## config.mk

```make
export PLATFORM = sky130hd
export DESIGN_NAME = h14tx_pkt_assembler
export DESIGN_NICKNAME = d
export VERILOG_FILES = /design/src/rtl/h14tx_pkt_assembler.sv
export SDC_FILE = /design/constraint.sdc
export NUM_CORES = 1
export LEC_CHECK = 0
export CAP_MARGIN = 20
export CELL_PAD_IN_SITES_DETAIL_PLACEMENT = 0
export CELL_PAD_IN_SITES_GLOBAL_PLACEMENT = 1
export CORE_MARGIN = 2
export CORE_UTILIZATION = 38
export DETAILED_ROUTE_END_ITERATION = 8
export GPL_ROUTABILITY_DRIVEN = 0
export HOLD_SLACK_MARGIN = 0.08
export PLACE_DENSITY = 0.78
export SLEW_MARGIN = 20
export SYNTH_ARGS = -nofsm -noshare
export SYNTH_HDL_FRONTEND = slang
export SYNTH_SLANG_ARGS = --single-unit
```

## constraint.sdc

```tcl
create_clock -name clk -period 10.6 [get_ports clk]
set_input_delay 1.06 -clock clk [delete_from_list [all_inputs] [get_ports clk]]
set_output_delay 1.06 -clock clk [all_outputs]
set_load 0.05 [all_outputs]
```

## src/rtl/h14tx_pkt_assembler.sv

```systemverilog
// h14tx_pkt_assembler: serialises one HDMI 1.4 data island packet per 32-clock slot with BCH parity.
//   in  clk, rst (async, active-high), enable (payload clocks), packet (packet_t), packet_valid
//   out packet_ready (comb), header_bit (ch0 bit 2), sub_even / sub_odd (ch1 / ch2), abort (pulse)
package h14tx_pkg;
    typedef struct packed {
        logic [23:0]      header;
        logic [3:0][55:0] sub;
    } packet_t;
endpackage

module h14tx_pkt_assembler
    import h14tx_pkg::*;
(
    input  logic       clk,
    input  logic       rst,
    input  logic       enable,
    input  packet_t    packet,
    input  logic       packet_valid,
    output logic       packet_ready,
    output logic       header_bit,
    output logic [3:0] sub_even,
    output logic [3:0] sub_odd,
    output logic       abort
);
    function automatic logic [7:0] ecc_step(input logic [7:0] e, input logic b);
        ecc_step = (e >> 1) ^ ((e[0] ^ b) ? 8'h83 : 8'h00);
    endfunction

    logic [4:0]      k;
    logic            first;
    packet_t         shadow, cur;
    logic [7:0]      eh, eh_nxt;
    logic [3:0][7:0] es, es_nxt;
    logic            hb_nxt;
    logic [3:0]      se_nxt, so_nxt;

    assign first        = k == 5'd0;
    assign packet_ready = enable && first && !rst;
    // slot 0 reads the live input (or the null packet); later slots replay the captured copy
    assign cur          = first ? (packet_valid ? packet : '0) : shadow;

    // parity slots: k 24..31 maps to eh bit k[2:0]; k 28..31 maps to es bit pair k[1:0]
    always_comb begin
        eh_nxt = first ? 8'h00 : eh;
        hb_nxt = eh[k[2:0]];
        if (k < 5'd24) begin
            hb_nxt = cur.header[k];
            eh_nxt = ecc_step(eh_nxt, cur.header[k]);
        end
        for (int i = 0; i < 4; i++) begin
            es_nxt[i] = first ? 8'h00 : es[i];
            se_nxt[i] = es[i][{k[1:0], 1'b0}];
            so_nxt[i] = es[i][{k[1:0], 1'b1}];
            if (k < 5'd28) begin
                se_nxt[i] = cur.sub[i][{k, 1'b0}];
                so_nxt[i] = cur.sub[i][{k, 1'b1}];
                es_nxt[i] = ecc_step(ecc_step(es_nxt[i], se_nxt[i]), so_nxt[i]);
            end
        end
    end

    always_ff @(posedge clk or posedge rst) begin
        if (rst) begin
            k          <= '0;
            shadow     <= '0;
            eh         <= '0;
            es         <= '0;
            header_bit <= 1'b0;
            sub_even   <= '0;
            sub_odd    <= '0;
            abort      <= 1'b0;
        end else if (!enable) begin
            k          <= '0;
            shadow     <= '0;
            eh         <= '0;
            es         <= '0;
            header_bit <= 1'b0;
            sub_even   <= '0;
            sub_odd    <= '0;
            abort      <= !first;
        end else begin
            k          <= k + 5'd1;
            shadow     <= cur;
            eh         <= eh_nxt;
            es         <= es_nxt;
            header_bit <= hb_nxt;
            sub_even   <= se_nxt;
            sub_odd    <= so_nxt;
            abort      <= 1'b0;
        end
    end
endmodule

```

== Word level (Yosys, flattened, before mapping) ==
Cells that the tools add are included.

* Output and inout port bits: 11
* Input port bits: 252
* Register bits: 303
* Logic and storage cells: 121

* Order comparisons: 8
* Bitwise operators: 18
* Add/sub/neg operators: 1
* Multiplexer cells: 74
* Reduce and logical (&&, ||, !) cells: 5

{| class="wikitable"
|+ Operator list
! operator !! count
|-
| $mux 248 || 3
|-
| $mux 8 || 20
|-
| $xor 7x8->8 || 9
|-
| $bmux 1 s5 || 9
|-
| $mux 32 || 1
|-
| $mux 1 || 29
|-
| $bmux 1 s2 || 8
|-
| $lt 6x7->1 const B || 2
|-
| $lt 3x4->1 const B || 3
|-
| $lt 5x5->1 const B || 2
|-
| $xor 1x1->1 || 9
|-
| $mux 4 || 2
|-
| $lt 5x6->1 const B || 1
|-
| $add 5x1->5 const B || 1
|-
| $logic_not 5->1 || 1
|-
| $mux 5 || 1
|-
| $bmux 1 s3 || 1
|-
| $logic_and 1x1->1 || 2
|-
| $logic_not 1->1 || 2
|}

== Logic depth before layout (Yosys ltp) ==
* Depth after elaboration: 12
* Mapped depth: 18
* Mapped depth without buffers: 12

== Least setup slack after synthesis ==
Ideal clock, no wire load.

* Path type: flip-flop to output port
* From: register k[0]
* To: output port packet_ready
* Arrival: 4447 ps
* Path buffers: 9
* Setup slack: 5093 ps
* Stages on the path, launching flop included: 14
* Data required time: 9540 ps
* Cell sequence: dfrtp_1 buf_2 inv_2 buf_1 clkbuf_1 ha_1 or4b_4 buf_2 buf_2 buf_1 clkbuf_1 clkbuf_1 clkbuf_1 nor3_1

* Word-level cells in the longest chain between the ends: 3

{| class="wikitable"
|+ Ends and longest elaborated chain
! item !! RTL line !! text
|-
| from (decl) || 29 || <nowiki>logic [4:0] k;</nowiki>
|-
| from (signal assigned) || 82 || <nowiki>k <= k + 5'd1;</nowiki>
|-
| $logic_not 5->1 || 37 || <nowiki>assign first = k == 5'd0;</nowiki>
|-
| $logic_and 1x1->1 (2 in series) || 38 || <nowiki>assign packet_ready = enable && first && !rst;</nowiki>
|-
| to (decl) || 19 || <nowiki>output logic packet_ready,</nowiki>
|}

No other way between the ends.

== Final worst setup path ==
* From: register k[1]
* To: register eh[0]

* Word-level cells in the longest chain between the ends: 9
* Elaborated cells on any way between the ends: 11
* Classes of those cells: order compare: 1; mux: 7; bitwise: 2; reduce/logical: 1

{| class="wikitable"
|+ Ends and longest elaborated chain
! item !! RTL line !! text
|-
| $logic_not 5->1 || 37 ||
|-
| $mux 248 || 40 || <nowiki>assign cur = first ? (packet_valid ? packet : '0) : shadow;</nowiki>
|-
| $bmux 1 s5 || 48 || <nowiki>eh_nxt = ecc_step(eh_nxt, cur.header[k]);</nowiki>
|-
| $mux 1 (implied by the code) || 48 ||
|-
| $xor 1x1->1 || 26 || <nowiki>ecc_step = (e >> 1) ^ ((e[0] ^ b) ? 8'h83 : 8'h00);</nowiki>
|-
| $mux 8 || 26 ||
|-
| $xor 7x8->8 || 26 ||
|-
| $mux 8 (*) || 46 || <nowiki>if (k < 5'd24) begin</nowiki>
|-
| $mux 8 (*) || 72 || <nowiki>end else if (!enable) begin</nowiki>
|-
| to (signal assigned) || 84 || <nowiki>eh <= eh_nxt;</nowiki>
|-
| to (decl) || 32 || <nowiki>logic [7:0] eh, eh_nxt;</nowiki>
|}

Every way passes the cells marked *; elsewhere a longest branch is shown, timed or not. The select of a mux whose other input is x is not followed.

==> results.toml <==
[status]
status = "completed"

[drt]
drc = 0
via_count = 14230
drtAntennaViolNets = 0
wl_per_cell_um = 21.81
vias_per_cell = 5.692
first_iter_violations = 1484
drt-pass1-iter-count = 5
routed_wl_um = 54520

[timing]
hold_viol = 0
finalHoldWorstSlack_ps = 497.8
fin_crit_ps = 5299
slew_viol_final = 0
setup_slack_ps = 5301
relSlewSlack = 0.2697
fin_tns_setup_ps = 0
rsz0062_at_grt = "no"
period_share = 0.4999
fmax_mhz = 188.7
finalClockSkew_ps = 19.21
tightest_slew_ps = 1095
setup_violations = 0

[yosys]
synth_area_per_cell_um2 = 8.878
synthArstFlopShare = 1.000
synth_top_family_by_area = "simple AND/OR/NAND/NOR gates"
yosysSeqAreaShare = 0.4790
synth-edff-count = 0
synth_cells = 1783
synthAdderAreaFrac = 0.001581
synthFlopType = "dfrtp_1"
synthMuxAreaShare = 0.07857
syn_nets = 2037
synth_xor_area_frac = 0.01873
synthSimpleGateAreaFrac = 0.2220
yosys_warnings = 0
ys_ff_latch = 303
ys_types = 72
synth_compound_area_frac = 0.1532
synth_area_mm2 = 0.01583

[critical_path]
cp.arrival_ps = 5740
worst-path-buf-inv = 4
required_ps = 11040
crit_path_top_delay_cell = "buf_4"
crit_path_cell_trace = "clkinv_1 -> buf_4 -> ha_1 -> nor4b_4 -> buf_4 -> buf_4 -> mux2i_1 -> a21oi_1 -> o211ai_1 -> a21oi_1 -> or4_1 -> and2_1 -> nor3_1 -> a21oi_1 -> o2bb2ai_1"
slowest_delay_ps = 930
worstSetupPathType = "reg -> reg"
cpLargestDelayFamily = "buffers and inverters"
crit_fanout = 83
cp-end-kind = "flop"
start_kind = "flop"

[placed_design]
numPortBuffers = 262
hpwl_um = 35160
place_area_mm2 = 0.01866
dp_cells = 2438
place_ws_ps = 5375

[final_layout]
fillers = 3955
instances_no_fill = 2500
final_cell_area_mm2 = 0.01985
syn2layout_area_growth_pct = 25.42
fin_util = 0.4840
fin_nets = 2197
final_common_cell = "dfrtp_1"
mostFrequentLayoutCells = "300 x dfrtp_1, 278 x nand2_1, 275 x a21oi_1, 261 x clkdlybuf4s50_1, 175 x nand3_1"
drive_above_1_share = 0.07219

[pwr]
powerDensity_mw_per_mm2 = 164.9
p_leak_nw = 8.580
switchingPower_uw = 976.2
fin_total_pwr_mw = 3.274
ir_drop_v = 0.00008488
pwr-share-clk = 0.378
p_seq_frac = 0.398
p_sw_frac = 0.2982
p_int_mw = 2.297
p_comb_frac = 0.224

[clocking]
cts_resized = 0
cts_tree = "done"
hold_buffers = 0
clk_path_buf_depth = 3
clk-insertion-delay-late_ps = 530
clkTransAtPathRegs_ps = 60
post_cts_buffers = 0
htreeDepth = 2
cts_buffers = 34
root_buffer = "clkbuf_16"
clock-sinks = 303

[grt]
grt_overflow_total = 0
grt_pass1_vias = 14080
grt_max_degree = 195
grtUsageTotal = 0.2493
grt_pass1_wl_um = 84550
antenna_found_initial = 2

[die]
core-area_mm2 = 0.04102
rows = 74
ios = 263
die_x_um = 208.1
initial_core_util = 0.3859
dieArea_mm2 = 0.04330
die_y_um = 208.1

[run]
cap_violations = 0

[worst_hold_path]
hp-class = "reg -> reg"
synthesized netlist by cell type (20+ instances only):
library cell | instances | area share
xnor2_1 | 27 | 0.015
and2_1 | 43 | 0.017
dfrtp_1 | 303 | 0.48
mux4_2 | 29 | 0.041
nand3_1 | 175 | 0.055
nor2_1 | 148 | 0.035
a21oi_1 | 275 | 0.087
nand2_1 | 278 | 0.066
o21ai_0 | 35 | 0.011
and3_1 | 65 | 0.026
mux2i_1 | 50 | 0.032
clkbuf_1 | 120 | 0.028
buf_2 | 20 | 0.0063
nor3_1 | 20 | 0.0063
worst paths after layout:
check	start	end	slack, ps	depth (start not counted)
max in group asynchronous	rst	k[0]	7940	4
min	shadow[220]	shadow[220]	500	2
max	k[1]	eh[0]	5300	15
min in group asynchronous	rst	shadow[143]	1090	2
max reg2reg	k[1]	eh[0]	5300	15
min reg2reg	shadow[220]	shadow[220]	500	2
area by class of cell:
| type | count | area, um2 | area share |
|---|---|---|---|
| diodes | 1 | 2.502 | 0.0001260 |
| clock buffers | 53 | 1046 | 0.05269 |
| repair buffers | 289 | 2863 | 0.1442 |
| multi-input cells | 1301 | 7510 | 0.3783 |
| inverters | 14 | 67.56 | 0.003403 |
| clock inverters | 7 | 110.1 | 0.005546 |
| flip-flops and latches | 303 | 7589 | 0.3822 |
| well taps | 532 | 665.6 | 0.03353 |
sequential cells by signal (all words and copies together), names as in the netlist:
register	flops
header_bit	1
sub_even	4
es	32
k	5
sub_odd	4
shadow	248
abort	1
eh	8
metal layers:
metal	up-vias	part of all wire	track usage
met1	7071	0.44	0.3533
met5	-	0.00026	0
met2	527	0.45	0.3857
met3	91	0.068	0.03894
li1	6540	-	-
met4	2	0.035	0.09477
power groups by stage:
stage	sequential, mW	clock, mW	combinational (mW)
final	1.30	1.24	0.733
after global routing	1.31	1.30	0.797
after CTS	1.30	1.26	0.732
after detailed placement	1.32	0	0.729
after global placement	1.32	0	0.719
after floorplan	1.31	0	0.477
logic make-up (layout without fill, tap and decap cells):
group | count (synthesis) | after routing
AOI/OAI and AO/OA | 415 | 415
xor gates and xnor gates | 33 | 33
adders and majority gates | 2 | 2
buffers and inverters | 179 | 363
DFF | 303 | 303
muxes | 87 | 87
other | 0 | 1
and+or+nand+nor | 764 | 764
worst min-delay path, cell delays in order, from the launching register on:
cell and delay [ps]:
dfrtp_1 320, a21oi_1 70, nor2_1 70
(Power assumes the default switching activity.)
